===== config.mk =====
export PLATFORM = sky130hd
export DESIGN_NAME = t_counter_ctrl
export DESIGN_NICKNAME = d
export VERILOG_FILES = /design/src/rtl/t_counter_ctrl.sv
export SDC_FILE = /design/constraint.sdc
export NUM_CORES = 1
export LEC_CHECK = 0
export CORE_MARGIN = 4
export CORE_UTILIZATION = 56
export DETAILED_ROUTE_END_ITERATION = 8
export HOLD_SLACK_MARGIN = 0.03
export PLACE_DENSITY = 0.86
export SLEW_MARGIN = 0
export SYNTH_ARGS = -nofsm -noshare
export SYNTH_HDL_FRONTEND = slang
export SYNTH_SLANG_ARGS = --single-unit

===== constraint.sdc =====
create_clock -name CLK -period 6.5 [get_ports CLK]
set_input_delay 1.3 -clock CLK [delete_from_list [all_inputs] [get_ports CLK]]
set_output_delay 1.3 -clock CLK [all_outputs]
set_load 0.01 [all_outputs]

===== src/rtl/t_counter_ctrl.sv =====
// rtl/t_counter_ctrl.sv - toggle-bank up/down counter controller with start/pause/stop sequencing
// Optional prescaler built only when TCC_PRESCALE_EN is defined.
module t_counter_ctrl #(
  parameter int WIDTH    = 8,
  parameter int PRESCALE = 4
) (
  input  logic             CLK,
  input  logic             RST,
  input  logic             START,
  input  logic             STOP,
  input  logic             PAUSE,
  input  logic             DIR,
  input  logic             RELOAD,
  input  logic [WIDTH-1:0] LIMIT,
  output logic [WIDTH-1:0] T_VEC,
  output logic [WIDTH-1:0] COUNT,
  output logic             TC,
  output logic             BUSY,
  output logic             DONE,
  output logic [1:0]       STATE
);

  typedef enum logic [1:0] {
    ST_IDLE = 2'b00,
    ST_RUN  = 2'b01,
    ST_HOLD = 2'b10,
    ST_DONE = 2'b11
  } state_t;

  state_t           state_q, state_d;
  logic [WIDTH-1:0] count_q, count_d;
  logic [WIDTH-1:0] limit_q, limit_d;
  logic             dir_q, dir_d;
  logic             reload_q, reload_d;

  logic [WIDTH-1:0] step_vec;
  logic             carry;
  logic [WIDTH-1:0] start_val_q;
  logic [WIDTH-1:0] end_val_q;
  logic [WIDTH-1:0] launch_val;
  logic [WIDTH-1:0] t_vec;
  logic             tc;
  logic             launch;
  logic             tick;

`ifdef TCC_PRESCALE_EN
  localparam int PSW = (PRESCALE > 1) ? $clog2(PRESCALE) : 1;
  logic [PSW-1:0] ps_q, ps_d;

  // Tick once per PRESCALE RUN cycles
  always_comb begin
    tick = (ps_q == PSW'(PRESCALE - 1));
  end

  // Prescale counter: clears on launch/stop, advances in RUN, holds elsewhere
  always_comb begin
    ps_d = ps_q;
    if (STOP || launch) begin
      ps_d = '0;
    end else if (state_q == ST_RUN) begin
      ps_d = tick ? '0 : ps_q + 1'b1;
    end
  end

  // Prescale counter register
  always_ff @(posedge CLK or posedge RST) begin
    if (RST) begin
      ps_q <= '0;
    end else begin
      ps_q <= ps_d;
    end
  end
`else
  // Without the prescaler every RUN cycle is a tick; PRESCALE must still be legal
  always_comb begin
    tick = (PRESCALE >= 1);
  end
`endif

  // Launch/terminal values derived from the latched configuration
  always_comb begin
    start_val_q = dir_q ? limit_q : '0;
    end_val_q   = dir_q ? '0 : limit_q;
    launch_val  = DIR ? LIMIT : '0;
  end

  // Ripple toggle enables: bit i toggles when all lower bits are 1 (up) or 0 (down)
  always_comb begin
    step_vec = '0;
    carry    = 1'b1;
    for (int i = 0; i < WIDTH; i++) begin
      step_vec[i] = carry;
      carry       = carry & (dir_q ? ~count_q[i] : count_q[i]);
    end
  end

  // Sequencer: STOP beats START beats PAUSE; terminal one-shot goes to DONE
  always_comb begin
    state_d  = state_q;
    limit_d  = limit_q;
    dir_d    = dir_q;
    reload_d = reload_q;
    t_vec    = '0;
    tc       = 1'b0;
    launch   = 1'b0;
    if (STOP) begin
      state_d = ST_IDLE;
    end else begin
      unique case (state_q)
        ST_IDLE, ST_DONE: begin
          if (START) begin
            launch = 1'b1;
          end
        end
        ST_RUN: begin
          if (tick) begin
            if (count_q == end_val_q) begin
              tc = 1'b1;
              if (reload_q) begin
                t_vec = count_q ^ start_val_q;
              end else begin
                state_d = ST_DONE;
              end
            end else begin
              t_vec = step_vec;
            end
          end
          if (PAUSE && (state_d == ST_RUN)) begin
            state_d = ST_HOLD;
          end
        end
        ST_HOLD: begin
          if (!PAUSE) begin
            state_d = ST_RUN;
          end
        end
        default: state_d = ST_IDLE;
      endcase
    end
    if (launch) begin
      state_d  = ST_RUN;
      limit_d  = LIMIT;
      dir_d    = DIR;
      reload_d = RELOAD;
    end
    count_d = launch ? launch_val : (count_q ^ t_vec);
  end

  // State, bank and latched configuration registers
  always_ff @(posedge CLK or posedge RST) begin
    if (RST) begin
      state_q  <= ST_IDLE;
      count_q  <= '0;
      limit_q  <= '0;
      dir_q    <= 1'b0;
      reload_q <= 1'b0;
    end else begin
      state_q  <= state_d;
      count_q  <= count_d;
      limit_q  <= limit_d;
      dir_q    <= dir_d;
      reload_q <= reload_d;
    end
  end

  // Output mapping
  always_comb begin
    T_VEC = t_vec;
    COUNT = count_q;
    TC    = tc;
    BUSY  = (state_q == ST_RUN) || (state_q == ST_HOLD);
    DONE  = (state_q == ST_DONE);
    STATE = state_q;
  end

endmodule


# After elaboration in Yosys (flattened, before gate mapping)

Cells that the tools add are included.

Register bits: 20
Bits in latches: 0
Bits in writable memories: 0
Bits in read-only memories: 0
Input port bits: 15
Output and inout port bits: 21
Memories: 0

Add/subtract/negate cells: 0
Multipliers: 0
Divide/modulo/power cells: 0
Magnitude comparators: 0
Equality and inequality tests: 6
Shift-type cells: 0
Mux-type cells: 30
Bitwise logic cells: 15
Reductions and logical operators: 6

Operators by type and width:

| cell                 | count |
|---|---|
| $mux W8              | 8 |
| $mux W2              | 8 |
| $xor A8 B8 Y8        | 2 |
| $mux W1              | 13 |
| $eq A8 B8 Y1         | 1 |
| $not A1 Y1           | 7 |
| $and A1 B1 Y1        | 6 |
| $eq A2 B1 Y1 const B | 2 |
| $eq A2 B2 Y1 const B | 2 |
| $ne A4 B4 Y1 const B | 1 |
| $pmux W2 S2          | 1 |
| $reduce_bool A4 Y1   | 1 |
| $logic_not A2 Y1     | 1 |
| $reduce_and A2 Y1    | 1 |
| $reduce_or A2 Y1     | 1 |
| $logic_and A1 B1 Y1  | 1 |
| $logic_or A1 B1 Y1   | 1 |

# Logic depth before layout (Yosys ltp)

Gate-level depths: netlist of the first run.

Depth after elaboration: 13
Depth in mapped cells: 9
Mapped depth without buffers: 8

# Least setup slack after synthesis of the first run

OpenSTA, ideal clock, no wires.

Path type: input to output
Start point: in STOP
End point: out T_VEC[6]
Arrival time: 2.469 ns
Path slack: 2.731 ns
Stages on the path: 8
Cells stage by stage: clkbuf_1 > nor2b_1 > and2_1 > nand3_1 > buf_2 > nor2_1 > a21oi_1 > mux2i_1

Longest elaborated chain between the ends: 1

RTL lines:

| item        | RTL line | source |
|---|---|---|
| from (decl) | 10       | `input logic STOP,` |
| $mux W8     | 106      | `if (STOP) begin` |
| to (decl)   | 15       | `output logic [WIDTH-1:0] T_VEC,` |

Every way passes these cells.

# Worst setup path in the final report of the first run

Start point: in STOP
End point: out T_VEC[3]

The elaborated chain is that of the path after synthesis.

==> out/results.txt, run 1 <==
Post-synth EDFFs = 0
fin area = 2160 µm²
worst r2r src = dir_q
Mapped Cells = 247
Synth Area in Adders = 0.0280
crit path DAT = 3810 ps
Pre-Repair DR Iteration Count = 4
maximum fanout along the worst path = 14
Initial Util = 0.586
clk sinks = 20
n_diodes = 0
P_leak = 0.882 nW
crit path cell chain = clkdlybuf4s50_1 -> nor2b_1 -> buf_4 -> and2_1 -> nand3_1 -> o221ai_1 -> o21a_1 -> clkdlybuf4s50_1
RSZ-0062 raised after global routing = no
Yosys reg bits = 20
status = finished clean
Num CTS Buffers = 3
final worst path period share = 0.787
CTS H-tree depth = 1
Synth Area in XOR/XNOR = 0.0441
pre-CTS WS = 1420 ps
GR Overflow Total = 0
fillers = 260
max_cap viols = 0
Sw Ratio = 0.445
DIE WIDTH = 64.5 µm
Internal Power = 422 µW
Area Overhead vs Synth = 20.8%
Slew @ Worst Pin = 1180 ps
reg2reg path depth = 6
IO buf count = 35
worst-case clock skew = 3.47 ps
wire per inst = 13.7 µm
Core ar. = 3050 µm²
TNS Setup = 0 ps
Reg area = 500 µm²
WHS Path Cells = 2
worst min-delay path category = flip-flop to flip-flop
Vias/cell = 5.76
capturing point of the worst reg2reg path = COUNT[7]
Syn Nets = 266
combinational share of power = 0.480
most frequent cells in the layout = 57 x nand2_1, 35 x clkdlybuf4s50_1, 22 x nor2_1, 20 x dfrtp_1, 17 x a21oi_1
ys flop type = dfrtp_1
Worst Setup Start Kind = primary input
placer's final routability congestion estimate = 0.886
area of the multi-input gates = 1160 µm²
Worst-path clk slew = 120 ps
mux cell area share after synthesis = 0.0112
Cell Pwr Density = 352 nW/µm²
hold path start = limit_q[1]
Flop pwr share = 0.381
routed wire length = 4260 µm
P_sw = 338 µW
remaining antenna violation count = 0
most frequent CP cell = clkdlybuf4s50_1
Hold EP = limit_q[1]
GRT Util Overall = 0.224
most common cell after layout, fill and taps aside = nand2_1
metal3 WL = 374 µm
uppermost layer routed = met4
DR WL met2 = 1970 µm
initial antenna violation count = 0
post-synthesis compound-gate area fraction = 0.237
Syn. warnings = 0
VDD IR max = 192 µV
# rows = 20
Required @ worst endpoint = 5200 ps
fraction of final layout cells sized beyond drive strength 1 = 0.0410
Post CTS Setup Buffer Count = 0
Layout Utilization = 0.707
largest family of logic cells by synthesized area = simple AND/OR/NAND/NOR gates
critical path's slowest cell = clkdlybuf4s50_1
DPL Wire Length = 3040 µm
Crit Path Category = primary input to output pin
reg-to-reg slack, setup = 3420 ps
largest net degree at the start of global routing = 31
achievable frequency = 0.196 GHz
DRT iter0 DRCs = 123
fraction of registers with async set/reset = 1.00
Post-Synth Simple-Gate Area = 0.330
final setup vio count = 0
CP bufs+invs = 3
Post-CTS Hold Buffers = 0
final worst setup slack = 1390 ps
wl on met1 = 1870 µm
TritonCTS clock tree = built
Rel. slew slack = 0.208
Seq/Total Area, Yosys = 0.280
CP delay by family, top = buffers and inverters
Crit. End Element = output pin
Hold Vio Cnt, Final = 0
clock share of power = 0.139
mean area per synthesized cell = 7.24 µm²
via count = 1797
Chip Height = 64.5 µm
Final min period = 5110 ps
synth unique cells = 51
CP max stage delay = 530 ps
CTS Buffer Depth = 2
fin nets = 288
placed inst area = 2110 µm²
Resized Gates After CTS = 0
root buf cell = clkbuf_4
vias in the first global route = 1598
later-pin clock latency in the skew report = 320 ps
first-pass GRT wire length = 7440 µm
io pins = 36
die area = 4160 µm²
final-report max-slew violation count = 0
DRC = 0
mapped cell area = 1790 µm²
## logic make-up (layout without fill, tap and decap cells)
family / after synthesis / in the layout
adder cells (fa/ha/maj): 4 / 4
flip-flops: 20 / 20
multiplexers: 2 / 2
AO/OA/AOI/OAI: 62 / 62
XOR/XNOR: 9 / 9
buffers and inverters: 26 / 47
AND/OR/NAND/NOR: 124 / 124
## worst min-delay path: cells and delay by family, from the launching register on
family	cells	cell delay (ps)
simple gates	2	120
flops	1	410
## final cells by class
class | instances | share of cell area
inverter | 6 | 0.0104
sequential | 20 | 0.232
tap | 44 | 0.0255
multi-input combinational | 201 | 0.539
clock buffer | 3 | 0.0104
timing repair buffer | 37 | 0.169
clock inverter | 1 | 0.0139
## flip-flops by register name, summed over array words and instances, names as in the netlist
register  count
limit_q       8
dir_q         1
reload_q      1
STATE         2
COUNT         8
## stage by stage
step	total power, mW	std cells	hold WS, ps
finish	0.761	312	562
CTS	0.759	312	564
global placement	0.644	308	531
floorplan	0.534	247	497
detailed placement	0.652	308	528
global route	0.830	312	608
## per-layer routing
metal,vias up,track usage
met3,8,0.0399
met5,-,0
li1,900,-
met2,68,0.352
met1,821,0.311
met4,0,0.0739
## power groups by stage
stage / clock network (mW) / registers (mW) / logic, mW
floorplan: 0 / 0.225 / 0.309
global placement: 0 / 0.288 / 0.357
detailed placement: 0 / 0.288 / 0.364
CTS: 0.108 / 0.286 / 0.366
global route: 0.114 / 0.305 / 0.412
finish: 0.106 / 0.290 / 0.365
## Yosys cell counts (5+ instances only)
library cell	instances	area, µm²
clkbuf_1	10	37.5
buf_2	6	30.0
nand2_1	57	214
xor2_1	5	43.8
nand2b_1	7	43.8
and3_1	5	31.3
nor2b_1	5	31.3
a21oi_1	17	85.1
nor2_1	22	82.6
inv_1	6	22.5
dfrtp_1	20	500
a31oi_1	5	31.3
nand3_1	9	45.0
o21ai_0	14	70.1
## worst max path at each step
stage,startpoint,to,slack (ps),cells after the start
floorplan,STOP,T_VEC[6],2730,8
finish,STOP,T_VEC[3],1390,8
detailed placement,STOP,T_VEC[3],1420,8
CTS,STOP,T_VEC[3],1420,8
global placement,STOP,T_VEC[3],1490,8
global route,STOP,T_VEC[6],1170,9
Power figures use the tool's default switching activity.
==> run 2: changes to the inputs <==
CORE_UTILIZATION = 47   (was 56)
PLACE_DENSITY = 0.77   (was 0.86)
clock period = 4.65 ns   (was 6.5 ns; I/O delays follow)
==> out/results.txt, run 2 (same netlist as run 1, synthesis figures left out) <==
status = finished clean
critical path endpoint = T_VEC[6]
Core ar. = 3660 µm²
wire per inst = 14.9 µm
fillers = 326
Power Total = 1.12 mW
remaining antenna violation count = 0
die area = 4860 µm²
CP max stage delay = 580 ps
worst hold slack = 578 ps
P_leak = 0.904 nW
Resized Gates After CTS = 0
worst-case clock skew = 3.63 ps
TNS Setup = 0 ps
CTS H-tree depth = 1
clk sinks = 20
fin nets = 291
TritonCTS clock tree = built
achievable frequency = 0.248 GHz
Post-Place Cells = 315
most frequent cells in the layout = 57 x nand2_1, 35 x clkdlybuf4s50_1, 22 x nor2_1, 20 x dfrtp_1, 17 x a21oi_1
critical path's slowest cell = dfrtp_1
placed inst area = 2130 µm²
fraction of final layout cells sized beyond drive strength 1 = 0.0517
max_cap viols = 0
capturing point of the worst reg2reg path = COUNT[7]
Worst Setup Start Kind = flip-flop
Post-CTS Hold Buffers = 0
worst min-delay path category = flip-flop to flip-flop
fin area = 2210 µm²
DRT iter0 DRCs = 188
Hold Vio Cnt, Final = 0
Crit Path Category = flip-flop to output pin
# rows = 22
final setup vio count = 0
Slew @ Worst Pin = 768 ps
routed wire length = 4760 µm
root buf cell = clkbuf_8
reg-to-reg slack, setup = 2100 ps
maximum fanout along the worst path = 17
Worst-path clk slew = 80 ps
Num CTS Buffers = 3
crit path cell chain = buf_4 -> nand4bb_1 -> o22a_1 -> a32oi_4 -> nand3_1 -> buf_4 -> nor2_1 -> a21oi_1 -> mux2i_1 -> clkdlybuf4s50_1
largest net degree at the start of global routing = 21
Area Overhead vs Synth = 23.4%
vias in the first global route = 1655
DIE WIDTH = 69.7 µm
most common cell after layout, fill and taps aside = nand2_1
Pre-Repair DR Iteration Count = 4
final worst path period share = 0.867
via count = 1789
Rel. slew slack = 0.487
crit path DAT = 3100 ps
DRC = 0
initial antenna violation count = 0
DPL Wire Length = 3430 µm
Cell Pwr Density = 507 nW/µm²
GR Overflow Total = 0
Final min period = 4030 ps
most frequent CP cell = buf_4
Required @ worst endpoint = 3720 ps
n_diodes = 0
Post CTS Setup Buffer Count = 0
IO buf count = 35
pre-CTS WS = 673 ps
Crit. End Element = output pin
placer's final routability congestion estimate = 0.904
io pins = 36
final non-filler cell total = 319
RSZ-0062 raised after global routing = no
VDD IR max = 294 µV
Vias/cell = 5.61
CTS Buffer Depth = 2
Layout Utilization = 0.603
later-pin clock latency in the skew report = 260 ps
first-pass GRT wire length = 7960 µm
Critical Path Source = dir_q
worst r2r src = dir_q
Chip Height = 69.7 µm
GRT Util Overall = 0.199
final-report max-slew violation count = 0
final worst setup slack = 617 ps
reg2reg path depth = 8
Initial Util = 0.488
run 2: layer usage:
layer	GRT usage	part of all wire
met3	0.0275	0.038
met1	0.288	0.49
met2	0.309	0.45
met4	0.0532	0.013
met5	0	0
run 2: final cells by class:
type | instances | area (µm²) | area share
Multi-Input combinational cell | 201 | 1160 | 0.528
Sequential cell | 20 | 500 | 0.227
Timing Repair Buffer | 40 | 388 | 0.176
Tap cell | 48 | 60.1 | 0.0272
Clock buffer | 3 | 41.3 | 0.0187
Clock inverter | 1 | 30.0 | 0.0136
Inverter | 6 | 22.5 | 0.0102
run 2: critical path: cells and delay by family (launching register included):
kind            cells  cell delay (ps)
buf+inv             3             1090
flops               1              580
compound gates      3              530
simple gates        3              500
mux                 1              150
run 2: how the worst min path moves through the flow:
stage                          start  depth (start not counted)  slack (ps)         end
after global routing      limit_q[1]                          2         610  limit_q[1]
after floorplan           limit_q[1]                          2         500  limit_q[1]
after global placement    limit_q[1]                          2         530  limit_q[1]
after CTS                 limit_q[1]                          2         580  limit_q[1]
final                     limit_q[1]                          2         580  limit_q[1]
after detailed placement  limit_q[1]                          2         560  limit_q[1]
run 2: report_power, final:
part / internal (mW) / total [mW] / switching (mW)
Clock: 0.115 / 0.176 / 0.0615
Sequential: 0.238 / 0.405 / 0.167
Combinational: 0.271 / 0.537 / 0.266
Total: 0.623 / 1.12 / 0.495
